`src/rtl/receiver.sv`:
```
// UART receive path: 2-flop synchroniser, 16x oversampled deserialiser (5-8 data bits, 1/2 stop),
// first-word-fall-through RX FIFO, framing/overrun flags and line-held-low config request detect.
module receiver #(
  parameter int CLK_FREQ_HZ    = 100_000_000,
  parameter int CFG_REQ_CYCLES = CLK_FREQ_HZ / 100,
  parameter int RX_FIFO_DEPTH  = 64
) (
  input  logic       clk_i,
  input  logic       rst_n_i,
  input  logic       ov_baud_rt_i,
  input  logic       rx_i,
  input  logic       rx_fifo_read_i,
  input  logic [1:0] data_width_i,
  input  logic [1:0] stop_bits_number_i,
  output logic [7:0] data_rx_o,
  output logic       rx_done_o,
  output logic       rx_fifo_empty_o,
  output logic       rx_fifo_full_o,
  output logic       frame_error_o,
  output logic       overrun_error_o,
  output logic       config_req_slv_o,
  output logic [2:0] fsm_state_o
);

  localparam int AW = $clog2(RX_FIFO_DEPTH);
  localparam int LW = $clog2(CFG_REQ_CYCLES + 1);

  typedef enum logic [2:0] {
    IDLE     = 3'd0,
    START    = 3'd1,
    DATA     = 3'd2,
    STOP     = 3'd3,
    CFG_WAIT = 3'd4
  } state_t;

  state_t        state;
  logic          sync1, rx_s, rx_p;
  logic [LW-1:0] lc;
  logic [3:0]    cnt;
  logic [2:0]    bc;
  logic [7:0]    sr;
  logic          second_stop;

  logic [7:0]    mem [RX_FIFO_DEPTH];
  logic [AW-1:0] wr_ptr, rd_ptr, rd_nxt;
  logic [AW:0]   count;

  logic          cfg_hit, stop_sample, last_stop, push_ok, fifo_wr, fifo_rd;
  logic          fifo_empty, fifo_full;
  logic [2:0]    nbits_m1;
  logic [7:0]    word;

  always_ff @(posedge clk_i or negedge rst_n_i) begin
    if (!rst_n_i) begin
      sync1 <= 1'b1;
      rx_s  <= 1'b1;
      rx_p  <= 1'b1;
    end else begin
      sync1 <= rx_i;
      rx_s  <= sync1;
      rx_p  <= rx_s;
    end
  end

  // Low-cycle counter saturates so a line held low fires the request only once.
  always_ff @(posedge clk_i or negedge rst_n_i) begin
    if (!rst_n_i) begin
      lc <= '0;
    end else if (rx_s) begin
      lc <= '0;
    end else if (lc != LW'(CFG_REQ_CYCLES)) begin
      lc <= lc + 1'b1;
    end
  end

  assign cfg_hit     = !rx_s && (lc == LW'(CFG_REQ_CYCLES - 1));
  assign nbits_m1    = {1'b1, data_width_i};
  assign stop_sample = (state == STOP) && ov_baud_rt_i && (cnt == 4'd15);
  assign last_stop   = (stop_bits_number_i != 2'b01) || second_stop;
  assign push_ok     = stop_sample && rx_s && last_stop && !cfg_hit;
  assign fifo_empty  = (count == '0);
  assign fifo_full   = (count == (AW+1)'(RX_FIFO_DEPTH));
  assign fifo_wr     = push_ok && !fifo_full;

  always_comb begin
    word = sr;
    case (data_width_i)
      2'b00:   word = sr >> 3;
      2'b01:   word = sr >> 2;
      2'b10:   word = sr >> 1;
      default: word = sr;
    endcase
  end

  always_ff @(posedge clk_i or negedge rst_n_i) begin
    if (!rst_n_i) begin
      state            <= IDLE;
      cnt              <= 4'd0;
      bc               <= 3'd0;
      sr               <= 8'd0;
      second_stop      <= 1'b0;
      rx_done_o        <= 1'b0;
      frame_error_o    <= 1'b0;
      overrun_error_o  <= 1'b0;
      config_req_slv_o <= 1'b0;
    end else begin
      rx_done_o        <= fifo_wr;
      overrun_error_o  <= push_ok && fifo_full;
      frame_error_o    <= 1'b0;
      config_req_slv_o <= 1'b0;
      if (cfg_hit) begin
        config_req_slv_o <= 1'b1;
        state            <= CFG_WAIT;
        cnt              <= 4'd0;
      end else begin
        case (state)
          IDLE: begin
            if (!rx_s && rx_p) begin
              state       <= START;
              cnt         <= 4'd0;
              bc          <= 3'd0;
              second_stop <= 1'b0;
            end
          end
          START: begin
            if (ov_baud_rt_i) begin
              if (cnt == 4'd7) begin
                cnt   <= 4'd0;
                state <= rx_s ? IDLE : DATA;
              end else begin
                cnt <= cnt + 4'd1;
              end
            end
          end
          DATA: begin
            if (ov_baud_rt_i) begin
              cnt <= cnt + 4'd1;
              if (cnt == 4'd15) begin
                sr <= {rx_s, sr[7:1]};
                bc <= bc + 3'd1;
                if (bc == nbits_m1) state <= STOP;
              end
            end
          end
          STOP: begin
            if (ov_baud_rt_i) begin
              cnt <= cnt + 4'd1;
              if (cnt == 4'd15) begin
                if (!rx_s) begin
                  frame_error_o <= 1'b1;
                  state         <= IDLE;
                end else if (!last_stop) begin
                  second_stop <= 1'b1;
                end else begin
                  state <= IDLE;
                end
              end
            end
          end
          CFG_WAIT: begin
            if (rx_s) state <= IDLE;
          end
          default: state <= IDLE;
        endcase
      end
    end
  end

  // Read handshake: rx_fifo_read_i pops only while !rx_fifo_empty_o; data_rx_o is valid while !empty.
  assign fifo_rd = rx_fifo_read_i && !fifo_empty;
  assign rd_nxt  = rd_ptr + 1'b1;

  always_ff @(posedge clk_i) begin
    if (fifo_wr) mem[wr_ptr] <= word;
  end

  always_ff @(posedge clk_i or negedge rst_n_i) begin
    if (!rst_n_i) begin
      wr_ptr    <= '0;
      rd_ptr    <= '0;
      count     <= '0;
      data_rx_o <= 8'd0;
    end else begin
      if (fifo_wr) wr_ptr <= wr_ptr + 1'b1;
      if (fifo_rd) rd_ptr <= rd_nxt;
      case ({fifo_wr, fifo_rd})
        2'b10:   count <= count + 1'b1;
        2'b01:   count <= count - 1'b1;
        default: count <= count;
      endcase
      if (fifo_rd) begin
        if (count > (AW+1)'(1)) data_rx_o <= mem[rd_nxt];
        else if (fifo_wr)      data_rx_o <= word;
      end else if (fifo_wr && fifo_empty) begin
        data_rx_o <= word;
      end
    end
  end

  assign rx_fifo_empty_o = fifo_empty;
  assign rx_fifo_full_o  = fifo_full;
  assign fsm_state_o     = state;

endmodule
```
`config.mk`:
```
export PLATFORM = sky130hd
export DESIGN_NAME = receiver
export DESIGN_NICKNAME = d
export VERILOG_FILES = /design/src/rtl/receiver.sv
export SDC_FILE = /design/constraint.sdc
export NUM_CORES = 1
export LEC_CHECK = 0
export CAP_MARGIN = 20
export CORE_AREA = 5 5 169 334
export CTS_BUF_LIST = sky130_fd_sc_hd__clkbuf_16
export CTS_CLUSTER_SIZE = 28
export DETAILED_ROUTE_END_ITERATION = 8
export DIE_AREA = 0 0 174 339
export GPL_TIMING_DRIVEN = 0
export PLACE_DENSITY = 0.62
export SYNTH_ARGS = -nofsm -noshare
export SYNTH_HDL_FRONTEND = slang
export SYNTH_SLANG_ARGS = --single-unit
```
`constraint.sdc`:
```
create_clock -name clk_i -period 3.3 [get_ports clk_i]
set_clock_uncertainty 0.15 [all_clocks]
set_input_delay 0.495 -clock clk_i [delete_from_list [all_inputs] [get_ports clk_i]]
set_output_delay 0.495 -clock clk_i [all_outputs]
set_load 0.01 [all_outputs]
```
==> metrics.txt <==
Starting Density roughly 45%; total power between 20000 and 25000 uW; Area Overhead vs Synth 16.39%; HPWL Detailed roughly 42 mm; number of buffers created by CTS just under 50; first-pass GRT wire length around 90 mm; CP cell instances inv_1 -> ha_1 -> and3_1 -> nor4_4 -> nand2_2 -> nor2_2; Final GP Congestion 0.9315; worst-margin pin slew 1.031 ns; nets@finish roughly 1.4k; Top Ports 26; MaxCap Viol Count 0; Post-Syn Area 23890 um2; cell taking the most area after synthesis edfxtp_1; Clock transition at path regs 0.07 ns; top cell type's share of synthesized area 64.36%; Max IR drop VDD 0.4778 mV; Synth async-reset ratio between 10% and 20%; crit path buf inv count 1; vias ~13k; CP Launch Type flip-flop; Setup crit end kind flip-flop; post-route minimum period ~3.3 ns; final WL between 60 and 70 mm; Synth area leaders edfxtp_1, mux4_2, dfrtp_1; total grt overflow 0; Largest stage delay, worst path around 0.56 ns; Top FF cell, synth edfxtp_1; Logic pwr share between 30% and 40%; Bufs on Longest Clock Path 3; router iterations before antenna repair 7; Crit Path Category reg -> reg; CTS tree built; Placed Cells slightly above 2k; # diodes 0; area post-placement around 25000 um2; critical path fanouts, max 8; Netlist cell types a little under 70; post-DR vias/cell 5.973; HP Class in -> async; Yosys reg bits roughly 600; Flop pwr share 39.0%; vias in the first global route between 10k and 15k; critical path arrival roughly 3.3 ns; DIE WIDTH approximately 170 um; Reg2Reg Setup Slack between 0.04 and 0.05 ns; share of cells above drive strength 1 27.49%; H-tree lvl count 2; Final Cell Area approximately 28000 um2; fin. max-slew vios 0; Req. time, crit path 3.38 ns; Final period util a little over nine tenths; Leakage between 0.008 and 0.009 uW; Post-synth EDFFs slightly above 500; CP max stage cell nor2_2; switch share 33.46%; clock root buffer clkbuf_16; IO Port Bufs 24; worst slack at placement -1.305 ns; Layout fillers between 4k and 5k; status complete, no violations; core area around 53000 um2; Max Clock Freq slightly above 300 MHz; syn_area_per_cell ~18 um2; GRT Total Usage 20.29%; clk_lat worst skew ~0.59 ns; pwr dens just under 800 nW/um2; delay-heaviest family, CP simple AND/OR/NAND/NOR gates; initial drt markers 1124; die area approximately 59000 um2; Final Hold Fails 0; largest net degree at the start of global routing between 60 and 70; hold slack between 0.1 and 0.15 ns; initial antenna violation count 0; total clock sinks slightly below 600; sequential element share of the synthesized area 72.02%; design internal power approximately 14000 uW; Yosys warning count 0; non-filler cells, final approximately 2.1k; Psw between 7000 and 8000 uW; row count between 100 and 150; unrepaired setup endpoints after global routing true; Post-Syn Instances between 1k and 1.5k; WL/cell approximately 28 um; DRT antenna net count 0; chip height roughly 340 um; Max-slew headroom between 30% and 40%; residual DRC count 0; final setup fails 0; clock power share around 28%; post-synth net total between 1k and 1.5k; Final WS setup between 0.04 and 0.05 ns
-- worst paths after layout --
kind,cells after the start,endpoint,start
setup / recovery,6,mem[26][1],count[0]
hold / removal,2,lc[1],rst_n_i
setup reg to reg,6,mem[26][1],count[0]
hold reg to reg,0,rx_s,sync1
max in group asynchronous,3,rd_ptr[1],rst_n_i
min in group clk_i,1,sync1,rx_i
-- routing by layer --
layer / share of wire [%] / global-route usage, % / vias to the layer above
li1: - / - / 5530
met1: 33 / 21.32 / 6623
met2: 56 / 38.10 / 456
met3: 4.3 / 2.354 / 156
met4: 7.5 / 12.60 / 0
met5: 0 / 0 / -
-- power by group through the flow --
stage	logic (uW)	registers, uW	clock network, uW
2_1_floorplan	4300	8460	0
5_1_grt	7320	8410	6490
3_3_place_gp	6630	8540	0
4_1_cts	6970	8380	6180
6_report	7010	8400	6100
3_5_place_dp	6700	8540	0
-- flip-flops by register name (all words and copies together), names as in the netlist --
register	cells
data_rx_o	8
second_stop	1
overrun_error_o	1
lc	20
fsm_state_o	3
mem	512
rx_s	1
config_req_slv_o	1
rx_done_o	1
sync1	1
cnt	4
sr	8
count	7
bc	3
rx_p	1
wr_ptr	6
frame_error_o	1
rd_ptr	6
-- cell usage after synthesis (all sizes together) (3+ instances only) --
library cell	instances
mux4	122
a31oi	7
a21o	3
and2	4
nand2b	5
a21oi	20
or4b	3
a221oi	6
nand4	11
or4	5
edfxtp	512
a211oi	6
nor3	12
clkbuf	21
nor2b	8
inv	13
xnor2	23
nand2	85
dfstp	3
a22oi	5
nand3	25
o21a	4
mux2i	46
nor2	108
and3	11
a32oi	17
nand3b	4
buf	46
mux2	22
nor4	6
ha	12
a32o	14
a211o	8
or3	7
o21ai	19
xor2	14
dfrtp	70
-- logic make-up after synthesis --
logic type	Yosys count	share of synthesized area (%)
flip-flops	585	72.02
AND/OR/NAND/NOR	307	6.259
multiplexers	190	14.47
AO/OA/AOI/OAI	122	3.724
buffers and inverters	80	1.509
XOR/XNOR	37	1.388
adder cells (fa/ha/maj)	12	0.6285
-- through the flow --
step	setup TNS, ns	util, %
final	0	52.02
after global placement	-1796.50	46.72
after detailed placement	-559.51	47.46
after global routing	-1.447	52.02
after floorplan	-108.04	-
after CTS	-0.01529	51.93
-- cell type report --
| type | instances | area, um2 | share of cell area, % |
|---|---|---|---|
| multi-input combinational | 668 | 7027 | 25.27 |
| timing repair buffer | 45 | 625.6 | 2.250 |
| buffer | 65 | 372.9 | 1.341 |
| clock buffer | 51 | 1276 | 4.590 |
| clock inverter | 39 | 406.6 | 1.463 |
| tap | 671 | 839.6 | 3.020 |
| inverter | 13 | 48.80 | 0.1755 |
| sequential | 585 | 17210 | 61.89 |
-- what timing repair did --
item	4_1_cts	5_1_grt
pin swaps	1	0
endpoints found under the hold margin	70	0
hold buffers	1	0
setup buffers	4	0
gates resized for setup	170	14
endpoints found under the setup margin	525	84
-- placed cells by master, fill, tap and decap left out, types with 23 or more instances in the layout --
master           netlist  routed
mux2i_1               46      34
nor2_4                 0      50
dfrtp_1               70      69
xnor2_1               23      23
clkdlybuf4s50_1        0      23
buf_2                 36      25
mux4_2               122     122
nand2_1               85      82
edfxtp_1             512     512
nor2_1               108      44
clkbuf_16              0      51
-- worst register-to-register path: stages (launching register included) --
cell and delay, ns:
dfrtp_1 0.47, inv_1 0.12, ha_1 0.28, and3_1 0.33, nor4_4 0.54, nand2_2 0.44, nor2_2 0.56
No activity file was read; power rests on OpenSTA's default activity.
